## src/rtl/stopwatch_ctrl.sv

```systemverilog
// Stopwatch control FSM and centisecond timebase.
// Turns button edge pulses into run/pause/lap/clear and count ticks.
module stopwatch_ctrl #(
  parameter int CLK_PER_CSEC = 1_250_000,
  parameter int PRESC_W      = 21
) (
  input  logic       clk,
  input  logic       reset_p,
  input  logic [2:0] btn_pedge,
  input  logic       at_max,
  output logic       csec_tick,
  output logic       cnt_clr,
  output logic       lap_freeze,
  output logic [1:0] state,
  output logic       run_led
);

  typedef enum logic [1:0] {
    IDLE  = 2'b00,
    RUN   = 2'b01,
    PAUSE = 2'b10,
    LAP   = 2'b11
  } state_e;

  localparam logic [PRESC_W-1:0] PMAX =
    PRESC_W'(CLK_PER_CSEC - 1);

  state_e             state_q, state_d;
  logic [PRESC_W-1:0] presc_q, presc_d;
  logic               clr_q, clr_d;
  logic               frz_q;
  logic               running;
  logic               b_clr, b_start, b_lap;

  // one press per cycle: clear > start > lap
  assign b_clr   = btn_pedge[2];
  assign b_start = btn_pedge[0] & ~btn_pedge[2];
  assign b_lap   = btn_pedge[1] & ~btn_pedge[0]
                 & ~btn_pedge[2];

  assign running = (state_q == RUN) || (state_q == LAP);

  // state, prescaler and registered pulse/level outputs
  always_ff @(posedge clk) begin
    if (reset_p) begin
      state_q <= IDLE;
      presc_q <= '0;
      clr_q   <= 1'b0;
      frz_q   <= 1'b0;
    end else begin
      state_q <= state_d;
      presc_q <= presc_d;
      clr_q   <= clr_d;
      frz_q   <= (state_d == LAP);
    end
  end

  // next-state, prescaler advance and clear decode
  always_comb begin
    state_d = state_q;
    clr_d   = 1'b0;
    presc_d = presc_q;
    if (running) begin
      presc_d = (presc_q == PMAX) ? '0 : presc_q + 1'b1;
    end
    unique case (state_q)
      IDLE: begin
        if (b_clr) begin
          clr_d   = 1'b1;
          presc_d = '0;
        end else if (b_start) begin
          state_d = RUN;
        end
      end
      RUN: begin
        if (at_max || b_start) begin
          state_d = PAUSE;
        end else if (b_lap) begin
          state_d = LAP;
        end
      end
      LAP: begin
        if (at_max || b_start) begin
          state_d = PAUSE;
        end else if (b_lap) begin
          state_d = RUN;
        end
      end
      PAUSE: begin
        if (b_clr) begin
          clr_d   = 1'b1;
          presc_d = '0;
          state_d = IDLE;
        end else if (b_start && !at_max) begin
          state_d = RUN;
        end
      end
      default: state_d = IDLE;
    endcase
  end

  assign csec_tick  = running && (presc_q == PMAX) && !at_max;
  assign cnt_clr    = clr_q;
  assign lap_freeze = frz_q;
  assign state      = state_q;
  assign run_led    = running;

endmodule

```

## config.mk

```make
export PLATFORM = sky130hd
export DESIGN_NAME = stopwatch_ctrl
export DESIGN_NICKNAME = d
export VERILOG_FILES = /design/src/rtl/stopwatch_ctrl.sv
export SDC_FILE = /design/constraint.sdc
export NUM_CORES = 1
export LEC_CHECK = 0
export CORE_MARGIN = 2
export CORE_UTILIZATION = 40
export DETAILED_ROUTE_END_ITERATION = 16
export GPL_ROUTABILITY_DRIVEN = 0
export REMOVE_ABC_BUFFERS = 1
export SETUP_SLACK_MARGIN = 0.4
export SLEW_MARGIN = 20
export SYNTH_ARGS = -nofsm -noshare
export SYNTH_HDL_FRONTEND = slang
export SYNTH_SLANG_ARGS = --single-unit
```

## constraint.sdc

```tcl
create_clock -name clk -period 2.1 [get_ports clk]
set_clock_uncertainty 0.15 [all_clocks]
set_input_delay 0.315 -clock clk [delete_from_list [all_inputs] [get_ports clk]]
set_output_delay 0.315 -clock clk [all_outputs]
set_load 0.02 [all_outputs]
```

Yosys cells after proc, flatten, opt, wreduce, memory -nomap -nowiden
Index checks and enable logic that the tools add are counted.
Widths: inputs -> output; s select.
- bits in registers: 25
- input bits: 6
- word-level logic and storage cells: 39
- add/sub/neg operators: 1
- equal/unequal tests: 5
- multiplexer cells: 14
- bitwise operators: 6
- reduce and logical (&&, ||, !) cells: 9
- operator list (operator ; count):
    $mux 21 ; 4
    $add 21x1->21 const B ; 1
    $eq 21x21->1 const B ; 1
    $mux 2 ; 8
    $pmux 2 s4 ; 1
    $eq 2x2->1 const B ; 3
    $reduce_or 2->1 ; 2
    $and 1x1->1 ; 3
    $logic_and 1x1->1 ; 3
    $not 1->1 ; 3
    $eq 2x1->1 const B ; 1
    $logic_not 2->1 ; 1
    $logic_or 1x1->1 ; 2
    $logic_not 1->1 ; 1
    $mux 1 ; 1

Logic depth before layout (Yosys ltp)
- depth after elaboration: 7
- mapped depth: 6
- mapped depth without buffers: 5

Least setup slack after synthesis
Ideal clock, no wire load.
- kind: flip-flop to output port
- start point: reg presc_q[0]
- end point: out csec_tick
- arrival: 1.673 ns
- required time: 1.635 ns
- setup slack: -0.038 ns
- cell stages (with the launch flop): 5
- buffers on the path: 0
- cells stage by stage: dfxtp_1 ha_1 and3b_1 nand4_1 nor4_1
- longest elaborated chain between the ends: 3
- RTL lines (what ; line ; text):
    start, declared ; 29 ; logic [PRESC_W-1:0] presc_q, presc_d;
    start signal, assigned ; 52 ; presc_q <= presc_d;
    $eq 21x21->1 ; 102 ; assign csec_tick = running && (presc_q == PMAX) && !at_max;
    $logic_and 1x1->1 (2 in series) ; 102 ;
    end, declared ; 11 ; output logic csec_tick,
No other way between the ends.

Final worst setup path
- start point: reg presc_q[8]
- end point: out csec_tick
Same word-level chain as after synthesis.

==> impl_metrics.json <==
{
  "finalSetupViolations": 1,
  "synth-compound-area-share_pct": 13.03,
  "yosys.area.top_type": "dfxtp_1",
  "fmax_mhz": 475.7,
  "grt_use_met2_pct": 37.29,
  "io_pins": 12,
  "crit_slowest_cell": "or4b_4",
  "vias": 1393,
  "grt_pass1_vias": 1378,
  "tightest_slew_ns": 0.4807,
  "synth_area_um2": 1325,
  "use_met3_pct": 3.992,
  "synth_area_leaders": "dfxtp_1, xnor2_1, nor3_1",
  "slew_violations": 0,
  "postLayoutSetupSlackWorst_ns": -0.002287,
  "grt_use_met1_pct": 29.67,
  "final_antenna_net_count": 0,
  "die_w_um": 61.56,
  "grt_max_degree": 15,
  "root_buffer": "clkbuf_4",
  "grt.total_usage_pct": 22.95,
  "crit_arrival_ns": 1.64,
  "fin_crit_sh_pct": 100.1,
  "violations": "setup timing",
  "drtIter0Drc": 81,
  "overflow": 0,
  "dr.pass1.iters": 4,
  "dp_hpwl_mm": 2.428,
  "drc": 0,
  "avgSynthCellArea_um2": 8.717,
  "crit_required_ns": 1.63,
  "initial_core_util_pct": 42.70,
  "ys_seq_area_share_pct": 37.77,
  "grt_pass1_wl_mm": 6.423,
  "critPathMaxFanout": 2,
  "numCtsBuffers": 3,
  "ys_types": 41,
  "yosys.area_share.simple_pct": 36.92,
  "clkSinkCount": 25,
  "dp_cells": 225,
  "p_sw_w": 0.0001973,
  "peakVddDrop_v": 0.0002419,
  "final_cell_area_um2": 2112,
  "postCtsHoldBufs": 0,
  "hold_class": "register to register",
  "antenna_found_initial": 0,
  "clockBufferDepth": 2,
  "h-tree-depth": 1,
  "clkTransAtPathRegs_ns": 0.14,
  "hold_ws_ns": 0.3772,
  "synth-xor-area-share_pct": 7.271,
  "intPower_w": 0.0005907,
  "crit_type": "register to output port",
  "cts_tree": "yes",
  "yosysTopAreaCellShare_pct": 37.77,
  "cellLeakagePower_nw": 0.7506,
  "max-slew-margin-rel_pct": 67.66,
  "busiest_layer": "met2",
  "power_frac_comb_pct": 10.5,
  "ys_seq_elements": 25,
  "p_per_area_nw_per_um2": 373.1,
  "maxCapViolCount": 0,
  "wl_per_cell_um": 15.98,
  "netlist_instances": 152,
  "synth-adder-area-share_pct": 0.9443,
  "final_cell_mix": "buf_4, dfxtp_2, buf_6",
  "drive_above_1_share_pct": 52.94,
  "max_stage_delay_ns": 0.58,
  "core_area_um2": 3103,
  "p_seq_share_pct": 61.0,
  "dieArea_um2": 3789,
  "min_period_ns": 2.102,
  "hold_viol": 0,
  "wirelength_mm": 3.964,
  "outcome": "finished, violations left",
  "power_frac_clock_pct": 28.5,
  "layout.cells.non_filler": 248,
  "rsz0062_at_grt": "true",
  "end_kind": "output port",
  "fp-row-count": 20,
  "switching_share_pct": 25.04,
  "critPathTopFamily": "simple AND/OR/NAND/NOR gates",
  "crit_chain": "or4b_4 -> nor4_4 -> buf_4",
  "crit_buf_inv": 1,
  "final_common_cell": "buf_4",
  "numPortBuffers": 11,
  "clk_latency_ns": 0.32,
  "viasPerCell": 5.617,
  "synth_top_family_by_area": "simple AND/OR/NAND/NOR gates",
  "post_dp_cell_area_um2": 1643,
  "timing.setup.tns_ns": -0.002287,
  "antenna_cells": 0,
  "cp-start-kind": "register",
  "area_growth_pct": 59.40,
  "nNetsFinal": 212,
  "die_h_um": 61.56,
  "synth.area.mux_share_pct": 0,
  "yosysWarningCount": 0
}
worst register-to-register path: cells and delay by family, from the launching register on:
kind | cells | cell delay, ns
flip-flops | 1 | 0.36
AND/OR/NAND/NOR | 3 | 0.70
buffers and inverters | 3 | 0.54
AO/OA/AOI/OAI | 1 | 0.06
sequential cells by signal, indices dropped and copies added, names as in the netlist:
| register | cells |
|---|---|
| cnt_clr | 1 |
| lap_freeze | 1 |
| presc_q | 21 |
| state | 2 |
Yosys cell counts:
cell type,number
and3b_1,1
o31a_1,1
buf_2,1
nor3_4,1
nand4_2,1
nand3b_1,2
nor4_1,7
nand4_1,6
nor3b_1,1
dfxtp_1,25
and4b_1,1
and2_1,1
ha_1,1
nor2b_1,1
nand3_1,7
nand2_1,10
xor2_1,2
and4_1,4
nand2b_1,2
nor3_1,12
a211oi_1,6
and2_2,1
xnor2_1,9
a21oi_1,4
o311ai_0,1
a21o_1,1
inv_1,5
o31ai_1,6
a211oi_2,1
or4b_1,1
clkbuf_1,4
nor2_1,8
or3_1,3
or4_1,3
nor4bb_1,1
buf_4,2
or4b_2,1
o21ai_0,5
and3_1,1
nor4b_1,1
nand4_4,1
layer usage:
layer | vias up | share of wire (%)
met5 | - | 0
met4 | 0 | 0.96
met3 | 4 | 3.6
met2 | 25 | 50
met1 | 680 | 45
li1 | 684 | -
layout make-up:
cell class,instances,area (um^2)
clock buffer,4,26.28
tap,44,55.05
inverter,5,18.77
sequential,25,519.2
fill,254,991.0
multi-input combinational,116,1031
timing repair buffer,54,461.7
power by group through the flow:
stage	Clock (W)	Sequential (W)	Combinational, W
global placement	0	0.000491	0.0000645
finish	0.000224	0.000481	0.0000827
global route	0.000248	0.000482	0.0000890
CTS	0.000227	0.000481	0.0000742
floorplan	0	0.000499	0.0000195
detailed placement	0	0.000491	0.0000652
path summary, 6_finish.rpt:
check	start	to	slack, ns	cells past startpoint
worst min register to register	presc_q[17]$_SDFF_PP0_	presc_q[17]$_SDFF_PP0_	0.38	2
worst max register to register	presc_q[10]$_SDFF_PP0_	presc_q[20]$_SDFF_PP0_	0.18	7
worst min-delay path	presc_q[17]$_SDFF_PP0_	presc_q[17]$_SDFF_PP0_	0.38	2
worst max-delay path	presc_q[8]$_SDFF_PP0_	csec_tick	-0.002	3
metrics by stage:
stage / setup slack [ns] / util, % / power, W
finish: -0.002287 / 68.06 / 0.0007880
global route: -0.06060 / 68.06 / 0.0008185
CTS: 0.04463 / 62.98 / 0.0007823
detailed placement: -0.2218 / 52.94 / 0.0005562
global placement: -0.1980 / 52.94 / 0.0005551
floorplan: -0.1222 / - / 0.0005181
kinds of logic after synthesis:
group,count (synthesis)
AOI/OAI and AO/OA,25
and+or+nand+nor,78
adders and majority gates,1
buffers and inverters,12
xor gates and xnor gates,11
DFF,25
what timing repair did:
item,in CTS,in global routing
setup endpoints to repair,24,24
pin swaps,17,23
setup buffers,16,1
cloned,2,0
gates resized for setup,57,39
No activity file was read; power rests on OpenSTA's default activity.
